[src/rtl/mem_burst_master_pkg.sv]
// Shared FSM encoding and beat geometry for the burst master.
// Zero latency; pure declarations, no flow control.
package mem_burst_master_pkg;

    typedef enum logic [1:0] {
        ST_IDLE  = 2'd0,
        ST_WRITE = 2'd1,
        ST_READ  = 2'd2,
        ST_DONE  = 2'd3
    } state_t;

    localparam int DEFAULT_DATA_WIDTH = 32;
    localparam int BYTES_PER_BEAT     = DEFAULT_DATA_WIDTH / 8;
    localparam int WORD_LSB           = $clog2(BYTES_PER_BEAT);

    function automatic int word_lsb(input int data_width);
        return $clog2(data_width / 8);
    endfunction

endpackage

[src/rtl/mem_burst_master_addr_gen.sv]
// Burst address/beat counter: loads an aligned base and beat count, steps one beat per advance.
// Registered outputs, one-cycle update; caller paces it through advance.
module burst_addr_gen #(
    parameter int ADDR_WIDTH  = 16,
    parameter int BURST_WIDTH = 4,
    parameter int STRIDE      = 4
) (
    input  logic                   clk,
    input  logic                   rstn,
    input  logic                   load,
    input  logic                   advance,
    input  logic [ADDR_WIDTH-1:0]  load_addr,
    input  logic [BURST_WIDTH-1:0] load_len,
    output logic [ADDR_WIDTH-1:0]  cur_addr,
    output logic                   last
);

    logic [BURST_WIDTH-1:0] beats_left;

    // Address arithmetic wraps naturally at 2**ADDR_WIDTH.
    always_ff @(posedge clk or negedge rstn) begin
        if (!rstn) begin
            cur_addr   <= '0;
            beats_left <= '0;
        end else if (load) begin
            cur_addr   <= load_addr;
            beats_left <= load_len;
        end else if (advance) begin
            cur_addr <= cur_addr + ADDR_WIDTH'(STRIDE);
            if (beats_left != '0) begin
                beats_left <= beats_left - BURST_WIDTH'(1);
            end
        end
    end

    assign last = (beats_left == '0);

endmodule

[src/rtl/mem_burst_master.sv]
// Bus initiator: one command becomes a burst of single-cycle slave accesses.
// Write beat per cycle, read beat per RD_LAT+1 cycles; start only honoured in IDLE.
module mem_burst_master
    import mem_burst_master_pkg::*;
#(
    parameter int ADDR_WIDTH  = 16,
    parameter int DATA_WIDTH  = 32,
    parameter int BURST_WIDTH = 4,
    parameter int RD_LAT      = 0
) (
    input  logic                   clk,
    input  logic                   rstn,
    input  logic                   start,
    input  logic                   mode,
    input  logic [ADDR_WIDTH-1:0]  base_addr,
    input  logic [BURST_WIDTH-1:0] burst_len,
    input  logic [DATA_WIDTH-1:0]  wr_data,
    output logic                   wr_ack,
    output logic [DATA_WIDTH-1:0]  rd_data,
    output logic                   rd_valid,
    output logic                   busy,
    output logic                   done,
    output logic                   wen,
    output logic                   ren,
    output logic [ADDR_WIDTH-1:0]  addr,
    output logic [DATA_WIDTH-1:0]  wdata,
    input  logic [DATA_WIDTH-1:0]  rdata
);

    localparam int BPB  = DATA_WIDTH / 8;
    localparam int WLSB = word_lsb(DATA_WIDTH);

    state_t                  state_q, state_d;
    logic [2:0]              wait_q;
    logic                    wait_done;
    logic                    load, advance, last;
    logic [ADDR_WIDTH-1:0]   cur_addr, aligned_base;

    assign aligned_base = (base_addr >> WLSB) << WLSB;
    assign wait_done    = (wait_q == 3'(RD_LAT));
    assign load         = (state_q == ST_IDLE) && start;
    assign advance      = (state_q == ST_WRITE) || ((state_q == ST_READ) && wait_done);

    burst_addr_gen #(
        .ADDR_WIDTH  (ADDR_WIDTH),
        .BURST_WIDTH (BURST_WIDTH),
        .STRIDE      (BPB)
    ) u_addr_gen (
        .clk       (clk),
        .rstn      (rstn),
        .load      (load),
        .advance   (advance),
        .load_addr (aligned_base),
        .load_len  (burst_len),
        .cur_addr  (cur_addr),
        .last      (last)
    );

    always_comb begin
        state_d = state_q;
        case (state_q)
            ST_IDLE:  if (start) state_d = mode ? ST_WRITE : ST_READ;
            ST_WRITE: if (last) state_d = ST_DONE;
            ST_READ:  if (wait_done && last) state_d = ST_DONE;
            ST_DONE:  state_d = ST_IDLE;
            default:  state_d = ST_IDLE;
        endcase
    end

    // The last read beat's rd_valid lands in the DONE cycle alongside done.
    always_ff @(posedge clk or negedge rstn) begin
        if (!rstn) begin
            state_q  <= ST_IDLE;
            wait_q   <= '0;
            rd_data  <= '0;
            rd_valid <= 1'b0;
        end else begin
            state_q  <= state_d;
            rd_valid <= (state_q == ST_READ) && wait_done;
            if ((state_q == ST_READ) && wait_done) begin
                rd_data <= rdata;
            end
            if ((state_q == ST_READ) && !wait_done) begin
                wait_q <= wait_q + 3'd1;
            end else begin
                wait_q <= '0;
            end
        end
    end

    assign wen    = (state_q == ST_WRITE);
    assign ren    = (state_q == ST_READ);
    assign wr_ack = wen;
    assign busy   = wen || ren;
    assign done   = (state_q == ST_DONE);
    assign addr   = busy ? cur_addr : '0;
    assign wdata  = wen ? wr_data : '0;

endmodule
[config.mk]
export PLATFORM = sky130hd
export DESIGN_NAME = mem_burst_master
export DESIGN_NICKNAME = d
export VERILOG_FILES = /design/src/rtl/mem_burst_master_pkg.sv /design/src/rtl/mem_burst_master_addr_gen.sv /design/src/rtl/mem_burst_master.sv
export SDC_FILE = /design/constraint.sdc
export NUM_CORES = 1
export LEC_CHECK = 0
export CAP_MARGIN = 20
export CORE_MARGIN = 8
export CORE_UTILIZATION = 32
export DETAILED_ROUTE_END_ITERATION = 10
export PLACE_DENSITY = 0.77
export RECOVER_POWER = 100
export SETUP_SLACK_MARGIN = 0.5
export SLEW_MARGIN = 20
export SYNTH_ARGS = -nofsm -noshare
export SYNTH_HDL_FRONTEND = slang
export SYNTH_SLANG_ARGS = --single-unit
export TNS_END_PERCENT = 100
[constraint.sdc]
create_clock -name clk -period 2.3 [get_ports clk]
set_input_delay 0.345 -clock clk [delete_from_list [all_inputs] [get_ports clk]]
set_output_delay 0.345 -clock clk [all_outputs]
set_load 0.02 [all_outputs]
After elaboration in Yosys (flattened, before gate mapping):

Index checks and enable logic that the tools add are counted.

* register bits: 58
* bits of input ports: 88
* output and inout port bits: 86

* mux-type cells: 13
* add/sub/neg operators: 3
* equality and inequality tests: 6
* reductions and logical operators: 15

Operators with widths (count)
* 2-to-1 mux 16 bit: 3
* 2-to-1 mux 32 bit: 1
* adder 16 x 3 -> 16 bit (second input constant): 1
* 2-to-1 mux 4 bit: 3
* 2-to-1 mux 2 bit: 4
* one-hot mux 2 bit (4 select lines): 1
* equality test 2 bit (second input constant): 2
* logical AND 1 bit: 4
* zero test 4 bit: 1
* != test 2 x 1 -> 1 bit (second input constant): 2
* nonzero test 2 bit: 2
* nonzero test 4 bit: 1
* subtractor 4 x 1 -> 4 bit (second input constant): 1
* adder 3 x 1 -> 3 bit (second input constant): 1
* zero test 3 bit: 1
* 2-to-1 mux 3 bit: 1
* AND reduction 3 bit: 1
* equality test 2 x 1 -> 1 bit (second input constant): 1
* zero test 2 bit: 1
* logical OR 1 bit: 2
* != test 2 bit (second input constant): 1
* AND reduction 2 bit: 1
* zero test 1 bit: 1

Longest topological paths before layout:

* depth in word-level cells: 5
* mapped depth: 8
* depth with buffers taken out: 6

By module:

Synthesis repeated with hierarchy kept, for this count alone.

* cells, all modules: 283
* area, all modules: 3170.5 µm²

By module, submodules not included
* mem_burst_master: instances 1, cells an instance 159, area an instance 2025.7 µm²
* burst_addr_gen: instances 1, cells an instance 124, area an instance 1144.8 µm²

Least setup slack after synthesis:

OpenSTA, ideal clock, no wires.

* path kind: reg-to-output
* start: reg state_q[1]
* end: out wdata[10]
* arrival: 1687 ps
* buffers on the path: 2
* required time: 1955 ps
* path slack: 268 ps
* stages on the path, launching flop included: 6
* cell sequence: dfrtp_1 -> inv_1 -> ha_1 -> clkbuf_1 -> clkbuf_1 -> and2_1

* cells in the longest elaborated chain, start to end: 2

Ends and longest elaborated chain
* start, declared: RTL line mem_burst_master.sv:33 `state_t state_q, state_d;`
* start signal, assigned: RTL line mem_burst_master.sv:78 `state_q <= state_d;`
* equality test 2 x 1 -> 1 bit: RTL line mem_burst_master.sv:91 `assign wen = (state_q == ST_WRITE);`
* net wen: RTL line mem_burst_master.sv:23 `output logic wen,`
* 2-to-1 mux 32 bit: RTL line mem_burst_master.sv:97 `assign wdata = wen ? wr_data : '0;`
* end, declared: RTL line mem_burst_master.sv:26 `output logic [DATA_WIDTH-1:0] wdata,`

The timed path passes the listed nets, and every way through them passes these cells.

Final worst setup path:

* start: reg state_q[1]
* end: reg u_addr_gen.cur_addr[8]

* cells in the longest elaborated chain, start to end: 4
* elaborated cells on any way between the ends: 8

Ends and longest elaborated chain
* equality test 2 bit: RTL line mem_burst_master.sv:42 `assign advance = (state_q == ST_WRITE) || ((state_q == ST_READ) && wait_done);`
* logical AND 1 bit: RTL line mem_burst_master.sv:42
* logical OR 1 bit: RTL line mem_burst_master.sv:42
* nonzero test 2 bit (no line)
* end signal, assigned: RTL line mem_burst_master_addr_gen.sv:26 `cur_addr <= load_addr;`
* end signal, assigned: RTL line mem_burst_master_addr_gen.sv:29 `cur_addr <= cur_addr + ADDR_WIDTH'(STRIDE);`
* end, declared: RTL line mem_burst_master_addr_gen.sv:14 `output logic [ADDR_WIDTH-1:0] cur_addr,`

Parallel ways exist; a longest one is shown, timed or not.
A chain may end at the register's enable or synchronous reset.

==> results.toml <==
[status]
status = "finished, final reports clean"

[power]
combPwrFrac = 0.695
p_leak_nw = 2.279
peakVddDrop_mv = 0.5899
power_density_nw_per_um2 = 1452
power.total_mw = 7.631
switching_share = 0.4087
p_seq_frac = 0.233
p_clk_frac = 0.072
p_switching_mw = 3.119
internal_power_mw = 4.512

[global_route]
grt_remaining_overflow = 0
grt_pass1_vias = 3087
grt_max_degree = 31
track_usage = 0.1617
grt_pass1_wl_mm = 16.30
antenna_found_initial = 0

[finish]
nets = 561
drive_above_1_share = 0.3505
antenna_cells = 0
final_cell_count_no_fill = 576
postLayoutCellArea_sq_um = 5256
n_fill_cell = 764
areaGrowthSynthToFinish_pct = 80.38

[synth]
synthDistinctLibCells = 39
synthAdderAreaFrac = 0.03864
synth_area_sq_um = 2914
syn_area_per_cell_sq_um = 10.71
synth_compound_area_frac = 0.07342
synth-main-ff-cell = "dfrtp_1"
yosysSeqAreaShare = 0.4809
netlist.area_leader.share = 0.4809
synth_top_family_by_area = "simple AND/OR/NAND/NOR gates"
synth_warnings = 0
synth.area.top_cells = "dfrtp_1 48%, mux2_2 13%, and2_1 10%"
synthArstFlopShare = 1.000
synth_seq_cells = 56
post-synth-top-area-cell = "dfrtp_1"
synth.area.mux_share = 0.1417
syn-instance-count = 272
yosys.area_share.simple = 0.2044
synth_edf_count = 0
yosys.area_share.xor_xnor = 0.02104

[clocking]
clk_latency_ns = 0.31
numCtsBuffers = 5
clk_pin_slew_ns = 0.10
clock_path_buffers = 2
h-tree-depth = 2
root_buffer = "clkbuf_8"
clock-sinks = 56
tritoncts = "done"

[timing]
fin_crit_sh = 0.8870
slew_headroom = 0.5090
hold_viol = 0
rsz0062_at_grt = "yes"
drv_slew = 0
fmax_mhz = 490.2
clock_skew_ns = 0.008553
worst_slew_pin_slew_ns = 0.7365
setup_viol = 0
totalNegativeSetupSlack_ns = 0
fin_crit_ns = 2.040

[die]
initial_core_util = 0.3230
ios = 174
die_width_microns = 111.4
die_y_microns = 111.4
rows = 35
core_area_sq_um = 9021
dieArea_sq_um = 12420

[critical_path]
rrSetupSlack_ns = 0.26
end_kind = "register"
required_ns = 2.54
r2r_cells = 7
cp_num_buf_inv = 3
crit_chain = "inv_2 > clkbuf_1 > ha_4 > bufbuf_16 > o21ai_1 > or4_1 > nand3_1"
critPathArrivalTime_ns = 2.28
path_depth = 7
cp-start-kind = "register"
crit_slowest_cell = "or4_1"
crit_type = "reg2reg"
critPathMaxFanout = 11
slowest_delay_ns = 0.49
path_delay_family = "buffers and inverters"

[placed_design]
dp.final_hpwl_mm = 7.589
place_area_sq_um = 4761
gp_congestion = 0.7513
port_buffers = 169
dp_cells = 546

[min_path]
min_path_cells = 1
hold_class = "reg2reg"

[detailed_routing]
vias = 2744
ant_nets = 0
firstDrtPassIters = 4
wl_per_cell_microns = 17.95
via_per_inst = 4.764
drc_errors = 0
drt_iter0_markers = 73
routed_wl_mm = 10.34

[job]
maxCapViolCount = 0
## power by group through the flow
| stage | clock (mW) | combinational (mW) | sequential, mW |
|---|---|---|---|
| after floorplan | 0 | 2.11 | 2.13 |
| after global placement | 0 | 4.34 | 1.78 |
| after detailed placement | 0 | 4.41 | 1.81 |
| after CTS | 0.564 | 5.05 | 1.80 |
| after global routing | 0.601 | 5.66 | 1.87 |
| final | 0.546 | 5.31 | 1.78 |
## worst paths after layout
check                                             from                                   to
worst max-delay path            state_q[1]$_DFFE_PN0P_   u_addr_gen.cur_addr[8]$_DFFE_PN0P_
worst min-delay path               wait_q[0]$_DFF_PN0_                  wait_q[0]$_DFF_PN0_
worst max register to register  state_q[1]$_DFFE_PN0P_   u_addr_gen.cur_addr[8]$_DFFE_PN0P_
worst min register to register     wait_q[0]$_DFF_PN0_                  wait_q[0]$_DFF_PN0_
max in group asynchronous                         rstn               rd_data[6]$_DFFE_PN0P_
min in group asynchronous                         rstn  u_addr_gen.cur_addr[15]$_DFFE_PN0P_
## cell families after synthesis
logic type	Yosys count
AND/OR/NAND/NOR	104
multiplexers	37
flip-flops	56
adder cells (fa/ha/maj)	9
other	1
AO/OA/AOI/OAI	35
XOR/XNOR	7
buffers and inverters	23
## per-layer routing
layer | global-route usage | wire length (microns) | vias to the layer above
li1 | - | - | 1310
met1 | 0.1732 | 4013 | 1310
met2 | 0.2841 | 5256 | 120
met3 | 0.06989 | 982 | 4
met4 | 0.04178 | 90 | 0
met5 | 0 | 0 | -
## cell usage in the layout (no fill, tap or decap), types with 10 or more instances in the layout
| cell type | instances |
|---|---|
| buf_4 | 20 |
| o21ai_0 | 14 |
| dfrtp_1 | 56 |
| and2_1 | 12 |
| and2_4 | 32 |
| nand2_1 | 17 |
| mux2_2 | 33 |
| buf_6 | 39 |
| nor2_1 | 10 |
| dlygate4sd3_1 | 34 |
| clkdlybuf4s50_1 | 84 |
## final cells by class
type / instances / area [sq um] / share of cell area
Clock inverter: 2 / 16.27 / 0.003095
Timing Repair Buffer: 199 / 2057 / 0.3913
Tap cell: 111 / 138.9 / 0.02642
Multi-Input combinational cell: 195 / 1544 / 0.2937
Sequential cell: 56 / 1401 / 0.2666
Clock buffer: 6 / 72.57 / 0.01381
Inverter: 7 / 26.28 / 0.004999
## registers in the layout, indices dropped and copies added (netlist names)
name                   cells
rd_data                   32
u_addr_gen.cur_addr       14
u_addr_gen.beats_left      4
wait_q                     3
state_q                    2
rd_valid                   1
## through the flow
stage	util	worst slack [ns]	hold WS, ns
after floorplan	-	0.4955	0.04941
after global placement	0.5277	0.1913	0.2208
after detailed placement	0.5277	0.1447	0.2241
after CTS	0.5637	0.3885	0.4374
after global routing	0.5827	0.1883	0.5258
final	0.5827	0.2600	0.4987
## cell usage after synthesis (all sizes together), types with 6 or more instances
master	instances
and2	48
clkbuf	8
nand2	18
nor2	11
ha	9
inv	7
xor2	6
nand3	6
buf	8
mux2	34
dfrtp	56
o21ai	20
## repair_timing
item	in CTS	in global routing
gates resized for setup	281	67
pin swaps	5	7
hold endpoints to repair	9	0
hold buffers	1	0
cloned	5	1
setup endpoints to repair	93	78
buffers inserted	9	6
No activity file was read; power rests on OpenSTA's default activity.
